`config.mk`:
```
export PLATFORM = sky130hd
export DESIGN_NAME = quad_step_decoder
export DESIGN_NICKNAME = d
export VERILOG_FILES = /design/src/rtl/quad_step_decoder.sv
export SDC_FILE = /design/constraint.sdc
export NUM_CORES = 1
export LEC_CHECK = 0
export ABC_AREA = 1
export CORE_ASPECT_RATIO = 0.9
export CORE_MARGIN = 2
export CORE_UTILIZATION = 62
export DETAILED_ROUTE_END_ITERATION = 7
export PLACE_DENSITY = 0.84
export SLEW_MARGIN = 20
export SYNTH_ARGS = -nofsm -noshare
export SYNTH_HDL_FRONTEND = slang
export SYNTH_SLANG_ARGS = --single-unit
```
`constraint.sdc`:
```
create_clock -name clk -period 2.9 [get_ports clk]
set_input_delay 0.58 -clock clk [delete_from_list [all_inputs] [get_ports clk]]
set_output_delay 0.58 -clock clk [all_outputs]
set_load 0.02 [all_outputs]
```
`src/rtl/quad_step_decoder.sv`:
```
// Quadrature encoder front end: synchronises and filters A/B/index pins and
// produces step/direction/load strobes for an up/down position counter.
module quad_step_decoder #(
  parameter int size = 8,
  parameter int FILTER_CYCLES = 4,
  parameter logic [size-1:0] INDEX_VALUE = {{(size-1){1'b0}}, 1'b1}
) (
  input  logic            clk,
  input  logic            reset,
  input  logic            quad_a,
  input  logic            quad_b,
  input  logic            quad_i,
  input  logic            index_en,
  input  logic            err_clr,
  output logic            enable,
  output logic            up_down,
  output logic [size-1:0] load,
  output logic            err
);

  typedef enum logic {PRIME, RUN} state_t;

  logic [2:0] sync1_reg;
  logic [2:0] sync2_reg;
  logic [2:0] filt;

  always_ff @(posedge clk) begin
    if (reset) begin
      sync1_reg <= 3'b000;
      sync2_reg <= 3'b000;
    end else begin
      sync1_reg <= {quad_a, quad_b, quad_i};
      sync2_reg <= sync1_reg;
    end
  end

  // Bit 2 = A, bit 1 = B, bit 0 = index.
  genvar gi;
  generate
    for (gi = 0; gi < 3; gi++) begin : g_filter
      logic       level_reg;
      logic [7:0] cnt_reg;

      always_ff @(posedge clk) begin
        if (reset) begin
          level_reg <= 1'b0;
          cnt_reg   <= 8'd0;
        end else if (sync2_reg[gi] != level_reg) begin
          if (cnt_reg == 8'(FILTER_CYCLES - 1)) begin
            level_reg <= sync2_reg[gi];
            cnt_reg   <= 8'd0;
          end else begin
            cnt_reg <= cnt_reg + 8'd1;
          end
        end else begin
          cnt_reg <= 8'd0;
        end
      end

      assign filt[gi] = level_reg;
    end
  endgenerate

  state_t     state_reg;
  logic [8:0] prime_cnt_reg;
  logic [1:0] prev_reg;
  logic       prev_i_reg;

  logic [1:0] cur;
  logic       step_fwd;
  logic       step_bwd;
  logic       step_bad;
  logic       index_hit;

  // Forward Gray order {a,b}: 00 -> 01 -> 11 -> 10 -> 00.
  assign cur       = filt[2:1];
  assign step_fwd  = (cur == {prev_reg[0], ~prev_reg[1]});
  assign step_bwd  = (cur == {~prev_reg[0], prev_reg[1]});
  assign step_bad  = (cur == ~prev_reg);
  assign index_hit = index_en & filt[0] & ~prev_i_reg;

  always_ff @(posedge clk) begin
    if (reset) begin
      state_reg     <= PRIME;
      prime_cnt_reg <= 9'd0;
      prev_reg      <= 2'b00;
      prev_i_reg    <= 1'b0;
      enable        <= 1'b0;
      up_down       <= 1'b0;
      load          <= '0;
      err           <= 1'b0;
    end else begin
      enable <= 1'b0;
      load   <= '0;
      if (err_clr)
        err <= 1'b0;
      case (state_reg)
        PRIME: begin
          // Wait until pin levels present at reset have passed the filter,
          // so they are absorbed into prev instead of decoded as motion.
          if (prime_cnt_reg == 9'(FILTER_CYCLES + 2)) begin
            prev_reg   <= cur;
            prev_i_reg <= filt[0];
            state_reg  <= RUN;
          end else begin
            prime_cnt_reg <= prime_cnt_reg + 9'd1;
          end
        end
        RUN: begin
          prev_reg   <= cur;
          prev_i_reg <= filt[0];
          if (step_fwd) begin
            enable  <= 1'b1;
            up_down <= 1'b1;
          end else if (step_bwd) begin
            enable  <= 1'b1;
            up_down <= 1'b0;
          end else if (step_bad) begin
            err <= 1'b1;
          end
          if (index_hit) begin
            enable <= 1'b1;
            load   <= INDEX_VALUE;
          end
        end
        default: state_reg <= PRIME;
      endcase
    end
  end

endmodule
```
=== After elaboration in Yosys (flattened, before gate mapping) ===
Cells that the tools add are included.

* Muxes and demuxes: 17
* Add/subtract/negate cells: 4
* Equal/unequal tests: 11
* Bitwise logic cells: 11
* Reduce and logical (&&, ||, !) cells: 10

{| class="wikitable"
|+ Operators by type and width
! kind !! number
|-
| $add 8x1->8 const B || 3
|-
| $eq 8x2->1 const B || 3
|-
| $mux 1 || 14
|-
| $reduce_and 2->1 || 5
|-
| $add 9x1->9 const B || 1
|-
| $eq 9x3->1 const B || 1
|-
| $reduce_or 3->1 || 3
|-
| $not 1->1 || 8
|-
| $eq 2x2->1 || 3
|-
| $pmux 2 s2 || 1
|-
| $ne 1x1->1 || 3
|-
| $and 1x1->1 || 2
|-
| $mux 2 || 1
|-
| $ne 2x2->1 const B || 1
|-
| $not 2->2 || 1
|-
| $pmux 1 s2 || 1
|-
| $reduce_bool 2->1 || 1
|-
| $reduce_or 2->1 || 1
|}

* Word-level logic and storage cells: 69
* Flip-flop bits (word level): 57
* Input bits: 7
* Output and inout bits: 11

=== Depth between registers and ports, before layout ===
Gate-level depths: netlist of run 1.

* Word-level depth: 6
* Depth in mapped cells: 10

=== Least setup slack after synthesis of run 1 ===
Ideal clock, no wire load.

* Path kind: in2reg
* From: input reset
* To: register g_filter[0].cnt_reg[2]
* Setup time: 0.070 ns
* Arrival time: 1.205 ns
* Data required time: 2.830 ns
* Stages on the path: 6
* Buffers on the path: 1
* Setup slack: 1.625 ns
* Cells stage by stage: buf_2 -> nor2_1 -> nand2_1 -> nor2_1 -> inv_2 -> a21oi_1

* Cells in the longest elaborated chain, start to end: 1

{| class="wikitable"
|+ Ends and longest elaborated chain
! item !! line !! RTL
|-
| start, declared || 9 || <nowiki>input logic reset,</nowiki>
|-
| $reduce_or 3->1 (no line) || -- ||
|-
| end signal, assigned || 53 || <nowiki>cnt_reg <= cnt_reg + 8'd1;</nowiki>
|-
| end, declared || 42 || <nowiki>logic [7:0] cnt_reg;</nowiki>
|}

Every way passes these cells.
A chain may end at the register's enable or synchronous reset.

=== Worst setup path in the final report of run 1 ===
* From: register err
* To: output err

{| class="wikitable"
|+ RTL lines
! item !! line !! RTL
|-
| start, declared || 18 || <nowiki>output logic err</nowiki>
|-
| start signal, assigned || 91 || <nowiki>err <= 1'b0;</nowiki>
|-
| start signal, assigned || 96 || <nowiki>err <= 1'b0;</nowiki>
|-
| start signal, assigned || 119 || <nowiki>err <= 1'b1;</nowiki>
|}

No word-level cell between the ends.

==> flow_metrics.py, run 1 <==
metrics = {
    "outcome": {
        "outcome": "complete, no violations",
    },
    "global_routing": {
        "grt_pass1_vias": 1757,
        "antenna_found_initial": 0,
        "overflow": 0,
        "grt_max_degree": 16,
        "grt_pass1_wl_um": 7240,
        "grt_usage_pct": 20.6,
    },
    "power_and_ir_drop": {
        "seqPwrFrac_pct": 56.0,
        "p_int_mw": 0.982,
        "p_comb_share_pct": 6.1,
        "p_switching_mw": 0.287,
        "ir_drop_mv": 0.368,
        "power_density_mw_per_mm2": 484,
        "p_leak_nw": 1.11,
        "power.share.clock_pct": 37.9,
        "switching_share_pct": 22.6,
    },
    "setup_path": {
        "crit_required_ps": 2320,
        "worstReg2RegStart": "prime_cnt_reg[0]",
        "start_kind": "flip-flop",
        "crit_arrival_ps": 1240,
        "slowest_stage": "clkdlybuf4s50_1",
        "criticalPathCategory": "flip-flop to output pin",
        "cp_slowest_stage_delay_ps": 600,
        "crit_fanout": 2,
        "critPathBufInv": 1,
        "crit_start": "err",
        "cp_top_family": "buffers and inverters",
        "end_kind": "output pin",
        "crit_chain": "clkdlybuf4s50_1",
    },
    "die": {
        "initial_utilization_pct": 64.5,
        "fp.dieH_um": 63.1,
        "die-area_mm2": 0.00440,
        "ios": 18,
        "die_x_um": 69.7,
        "core_mm2": 0.00373,
        "num_rows": 21,
    },
    "clock_tree": {
        "clk_pin_slew_ps": 90,
        "cts-root-buf": "clkbuf_8",
        "clk_path_buf_depth": 2,
        "postCtsSetupRepairBufs": 0,
        "post_cts_resized": 0,
        "cts.sinks": 50,
        "numCtsBuffers": 5,
        "htreeDepth": 2,
        "clkLatencyLatePin_ps": 300,
        "holdBufCountCts": 0,
        "cts_tree": "done",
    },
    "placed_design": {
        "io_buffers": 10,
        "dp_hpwl_um": 2840,
        "placed_area_mm2": 0.00251,
        "place.gp.congestion": 0.864,
    },
    "timing": {
        "hold_viol": 0,
        "fmax_mhz": 550,
        "post-route-min-period_ps": 1820,
        "rsz0062_at_grt": "false",
        "slew_viol_final": 0,
        "fin_worst_skew_ps": 5.97,
        "tns_ps": 0,
        "finalSetupViolCount": 0,
        "timing.final.crit_share_pct": 62.7,
    },
    "worst_hold_path": {
        "hp-class": "flip-flop to flip-flop",
        "hold_start": "sync1_reg[0]",
    },
    "synth": {
        "synth_area_mm2": 0.00241,
        "syn_area_per_cell_um2": 7.21,
        "yosysSeqAreaShare_pct": 41.6,
        "synth.distinct_cells": 31,
        "yosys_warnings": 0,
        "synth_seq_cells": 50,
        "synthesis.instances": 334,
    },
    "detailed_routing": {
        "avgViaCountPerCell": 5.08,
        "antenna_left": 0,
        "firstDrtPassIters": 4,
        "drc": 0,
        "wl_per_cell_um": 10.2,
        "vias": 1995,
        "drt_iter0_drc": 127,
        "drt-total-wl_um": 4020,
    },
    "layout": {
        "drive_above_1_share_pct": 13.0,
        "syn_to_final_growth_pct": 8.89,
        "antennaDiodeCount": 0,
        "largest_reg_flops": 24,
        "num-nets-final": 358,
        "fin_area_mm2": 0.00262,
        "final_cell_mix": "67 x nor2_1, 64 x nand2_1, 50 x dfxtp_1",
        "final_util_pct": 70.3,
        "final_common_cell": "nor2_1",
    },
    "flow_run": {
        "maxCapViolCount": 0,
    },
}
[cell usage after synthesis]
cell | number | area [µm²]
nor2_1 | 67 | 251
nand2_1 | 64 | 240
dfxtp_1 | 50 | 1000
inv_1 | 34 | 128
nand3_1 | 20 | 100
inv_2 | 11 | 41.3
buf_4 | 9 | 67.6
a21oi_2 | 7 | 61.3
nand4_1 | 7 | 43.8
o21ai_0 | 6 | 30.0
o21ai_1 | 6 | 30.0
xor2_1 | 6 | 52.6
a21oi_1 | 5 | 25.0
ha_1 | 5 | 62.6
nand2_2 | 5 | 31.3
nor2_2 | 5 | 31.3
xnor2_1 | 5 | 43.8
nor2_4 | 3 | 33.8
nor3_1 | 3 | 15.0
a31oi_1 | 2 | 12.5
buf_2 | 2 | 10.0
o22ai_1 | 2 | 12.5
or2_2 | 2 | 12.5
clkbuf_2 | 1 | 5.00
conb_1 | 1 | 3.75
nand2_4 | 1 | 11.3
nand2_8 | 1 | 20.0
nand3b_1 | 1 | 7.51
nor3_2 | 1 | 10.0
or2_0 | 1 | 6.26
or2_1 | 1 | 6.26
[power by group through the flow]
stage	Clock, mW	Sequential [mW]	Combinational, mW
5_1_grt	0.516	0.714	0.0887
6_report	0.480	0.711	0.0775
3_3_place_gp	0	0.726	0.0763
2_1_floorplan	0	0.722	0.0711
4_1_cts	0.493	0.711	0.0787
3_5_place_dp	0	0.727	0.0777
[per-stage QoR]
stage	setup slack [ps]	power, mW	std cells	hold slack [ps]
2_1_floorplan	1630	0.793	340	388
3_3_place_gp	896	0.803	385	389
3_5_place_dp	846	0.805	385	398
4_1_cts	1060	1.28	393	415
5_1_grt	985	1.32	393	431
6_report	1080	1.27	393	413
[metal layers]
layer / GRT usage, % / up-vias / routed length (µm)
met5: 0 / - / 0
met4: 12.0 / 0 / 71
met3: 4.48 / 4 / 158
met2: 34.7 / 40 / 1860
met1: 24.1 / 903 / 1930
li1: - / 1048 / -
[area by class of cell]
| type | instances | area (µm²) |
|---|---|---|
| Multi-Input combinational cell | 233 | 1180 |
| Fill cell | 315 | 1110 |
| Sequential cell | 50 | 1000 |
| Inverter | 45 | 169 |
| Timing Repair Buffer | 11 | 108 |
| Clock buffer | 5 | 68.8 |
| Tap cell | 46 | 57.6 |
| Clock inverter | 3 | 40.0 |
[path summary, 6_finish.rpt]
check | to | depth (start not counted) | slack, ps
worst min register to register | sync2_reg[0] | 2 | 410
worst min-delay path | sync2_reg[0] | 2 | 410
worst max-delay path | err | 1 | 1080
worst max register to register | prime_cnt_reg[7] | 9 | 1470
[tightest hold or removal path, cell delays in order, from the launching register on]
cell	delay, ps
dfxtp_1	310
inv_1	40
nor2_1	30
[logic make-up (layout without fill, tap and decap cells)]
logic type | after synthesis | in the layout | synth area share [%]
AND/OR/NAND/NOR | 182 | 182 | 34.1
adder cells (fa/ha/maj) | 5 | 5 | 2.60
XOR/XNOR | 11 | 11 | 4.00
flip-flops | 50 | 50 | 41.6
other | 1 | 7 | 0.156
buffers and inverters | 57 | 64 | 10.4
AO/OA/AOI/OAI | 28 | 28 | 7.12
Note: power is estimated with default switching activity, not from simulation.
==> run 2: changes to the inputs <==
--- a/config.mk
+++ b/config.mk
@@ -8,9 +8,9 @@
 export ABC_AREA = 1
 export CORE_ASPECT_RATIO = 0.9
 export CORE_MARGIN = 2
-export CORE_UTILIZATION = 62
+export CORE_UTILIZATION = 58
 export DETAILED_ROUTE_END_ITERATION = 7
-export PLACE_DENSITY = 0.84
+export PLACE_DENSITY = 0.79
 export SLEW_MARGIN = 20
 export SYNTH_ARGS = -nofsm -noshare
 export SYNTH_HDL_FRONTEND = slang
==> constraint.sdc (replaced) <==
create_clock -name clk -period 1.9 [get_ports clk]
set_input_delay 0.38 -clock clk [delete_from_list [all_inputs] [get_ports clk]]
set_output_delay 0.38 -clock clk [all_outputs]
set_load 0.02 [all_outputs]
==> run 2 against run 1 <==
Against the previous run: core utilization decreased by 3.9 points; die area up 6.5%; clock-buffer cell count grew 1; clock skew increased by 2.1 ps; design area increased by 1.7%.
==> flow_metrics.py, run 2 (synthesis results as in run 1) <==
metrics = {
    "placed_design": {
        "place.gp.congestion": 0.856,
        "dpl_worst_slack_ps": 304,
        "placed_area_mm2": 0.00252,
        "dp_hpwl_um": 2870,
        "io_buffers": 10,
    },
    "layout": {
        "syn_to_final_growth_pct": 10.7,
        "antennaDiodeCount": 0,
        "drive_above_1_share_pct": 13.2,
        "fin_area_mm2": 0.00267,
        "largest_reg_flops": 24,
        "final_common_cell": "nor2_1",
        "num-nets-final": 359,
        "final_cell_mix": "67 x nor2_1, 64 x nand2_1, 50 x dfxtp_1",
    },
    "clock_tree": {
        "post_cts_resized": 0,
        "cts.sinks": 50,
        "cts_tree": "done",
        "htreeDepth": 2,
        "cts-root-buf": "clkbuf_8",
        "clk_path_buf_depth": 2,
        "holdBufCountCts": 0,
        "clk_pin_slew_ps": 90,
        "numCtsBuffers": 5,
        "clkLatencyLatePin_ps": 300,
        "postCtsSetupRepairBufs": 0,
    },
    "detailed_routing": {
        "drt-total-wl_um": 4090,
        "wl_per_cell_um": 10.3,
        "firstDrtPassIters": 4,
        "avgViaCountPerCell": 4.91,
        "vias": 1946,
        "antenna_left": 0,
        "drc": 0,
        "drt_iter0_drc": 116,
    },
    "global_routing": {
        "grt_pass1_wl_um": 7230,
        "antenna_found_initial": 0,
        "overflow": 0,
        "grt_pass1_vias": 1713,
        "grt_usage_pct": 19.7,
        "grt_max_degree": 16,
    },
    "timing": {
        "finalHoldWorstSlack_ps": 411,
        "fmax_mhz": 616,
        "setup_ws_ps": 276,
        "timing.final.crit_share_pct": 85.5,
        "tns_ps": 0,
        "hold_viol": 0,
        "rsz0062_at_grt": "false",
        "slew_viol_final": 0,
        "post-route-min-period_ps": 1620,
        "finalSetupViolCount": 0,
        "fin_worst_skew_ps": 8.07,
    },
    "power_and_ir_drop": {
        "seqPwrFrac_pct": 51.3,
        "p_leak_nw": 1.12,
        "p_int_mw": 1.67,
        "ir_drop_mv": 0.587,
        "power_density_mw_per_mm2": 794,
        "p_switching_mw": 0.442,
        "p_comb_share_pct": 5.7,
        "power.share.clock_pct": 43.0,
        "switching_share_pct": 20.9,
    },
    "worst_hold_path": {
        "hp-class": "flip-flop to flip-flop",
    },
    "setup_path": {
        "crit_cells": 1,
        "rrSetupSlack_ps": 470,
        "cp_top_family": "buffers and inverters",
        "crit_chain": "clkdlybuf4s50_1",
        "endpoint": "up_down",
        "crit_required_ps": 1520,
        "end_kind": "output pin",
        "r2r_cells": 9,
        "start_kind": "flip-flop",
        "worstReg2RegStart": "prime_cnt_reg[0]",
        "critPathBufInv": 1,
        "r2r_end": "prime_cnt_reg[7]",
        "criticalPathCategory": "flip-flop to output pin",
        "cp_slowest_stage_delay_ps": 600,
        "slowest_stage": "clkdlybuf4s50_1",
        "crit_arrival_ps": 1240,
        "crit_fanout": 2,
        "crit_start": "up_down",
    },
    "die": {
        "initial_utilization_pct": 59.9,
        "fp.dieH_um": 65.1,
        "core_mm2": 0.00402,
        "die_x_um": 71.9,
        "die-area_mm2": 0.00468,
        "num_rows": 22,
        "ios": 18,
    },
    "outcome": {
        "outcome": "complete, no violations",
    },
    "flow_run": {
        "maxCapViolCount": 0,
    },
}
==> run 2: cell types whose count changed in the layout (fill, tap and decap cells not counted), sizes merged <==
cell,change
clkinv,-2
buf,+1
bufinv,+1
clkbuf,+1
==> run 2: per-layer routing <==
layer / part of all wire [%] / track usage [%]
met4: 0.56 / 8.02
met3: 5.3 / 6.44
met2: 46 / 32.3
met1: 48 / 23.9
met5: 0 / 0
==> run 2: per-stage QoR <==
| stage | power [mW] | instances | utilization [%] |
|---|---|---|---|
| 3_3_place_gp | 1.23 | 388 | 62.8 |
| 3_5_place_dp | 1.23 | 388 | 62.8 |
| 6_report | 2.12 | 396 | 66.3 |
| 2_1_floorplan | 1.21 | 340 | - |
| 4_1_cts | 2.14 | 396 | 66.3 |
| 5_1_grt | 2.19 | 396 | 66.3 |
==> run 2: power by group through the flow <==
stage / Sequential (mW) / Clock, mW / Combinational [mW]
6_report: 1.09 / 0.910 / 0.122
5_1_grt: 1.09 / 0.967 / 0.136
4_1_cts: 1.08 / 0.929 / 0.122
3_5_place_dp: 1.11 / 0 / 0.121
3_3_place_gp: 1.11 / 0 / 0.118
2_1_floorplan: 1.10 / 0 / 0.108
==> run 2: worst min-delay path by stage <==
stage / start / to / slack, ps / cells past startpoint
final: sync1_reg[1] / sync2_reg[1] / 410 / 2
after global routing: sync1_reg[2] / sync2_reg[2] / 420 / 2
after CTS: sync1_reg[2] / sync2_reg[2] / 410 / 2
after detailed placement: sync1_reg[0] / sync2_reg[0] / 400 / 2
after global placement: sync1_reg[2] / sync2_reg[2] / 390 / 2
after floorplan: sync1_reg[0] / sync2_reg[0] / 390 / 2
==> run 2: final cells by class <==
type / instances / area, µm²
fill: 351 / 1350
multi-input combinational: 233 / 1180
sequential: 50 / 1000
inverter: 45 / 169
timing repair buffer: 12 / 115
clock buffer: 6 / 82.6
clock inverter: 2 / 60.1
tap: 48 / 60.1
==> run 3: changes to the inputs <==
--- a/config.mk
+++ b/config.mk
@@ -9,6 +9,7 @@
 export CORE_ASPECT_RATIO = 0.9
 export CORE_MARGIN = 2
 export CORE_UTILIZATION = 58
+export CTS_CLUSTER_SIZE = 16
 export DETAILED_ROUTE_END_ITERATION = 7
 export PLACE_DENSITY = 0.79
 export SLEW_MARGIN = 20
==> results of run 3 <==
Same layout as run 2: the final DEF is identical, and so are final timing and power.
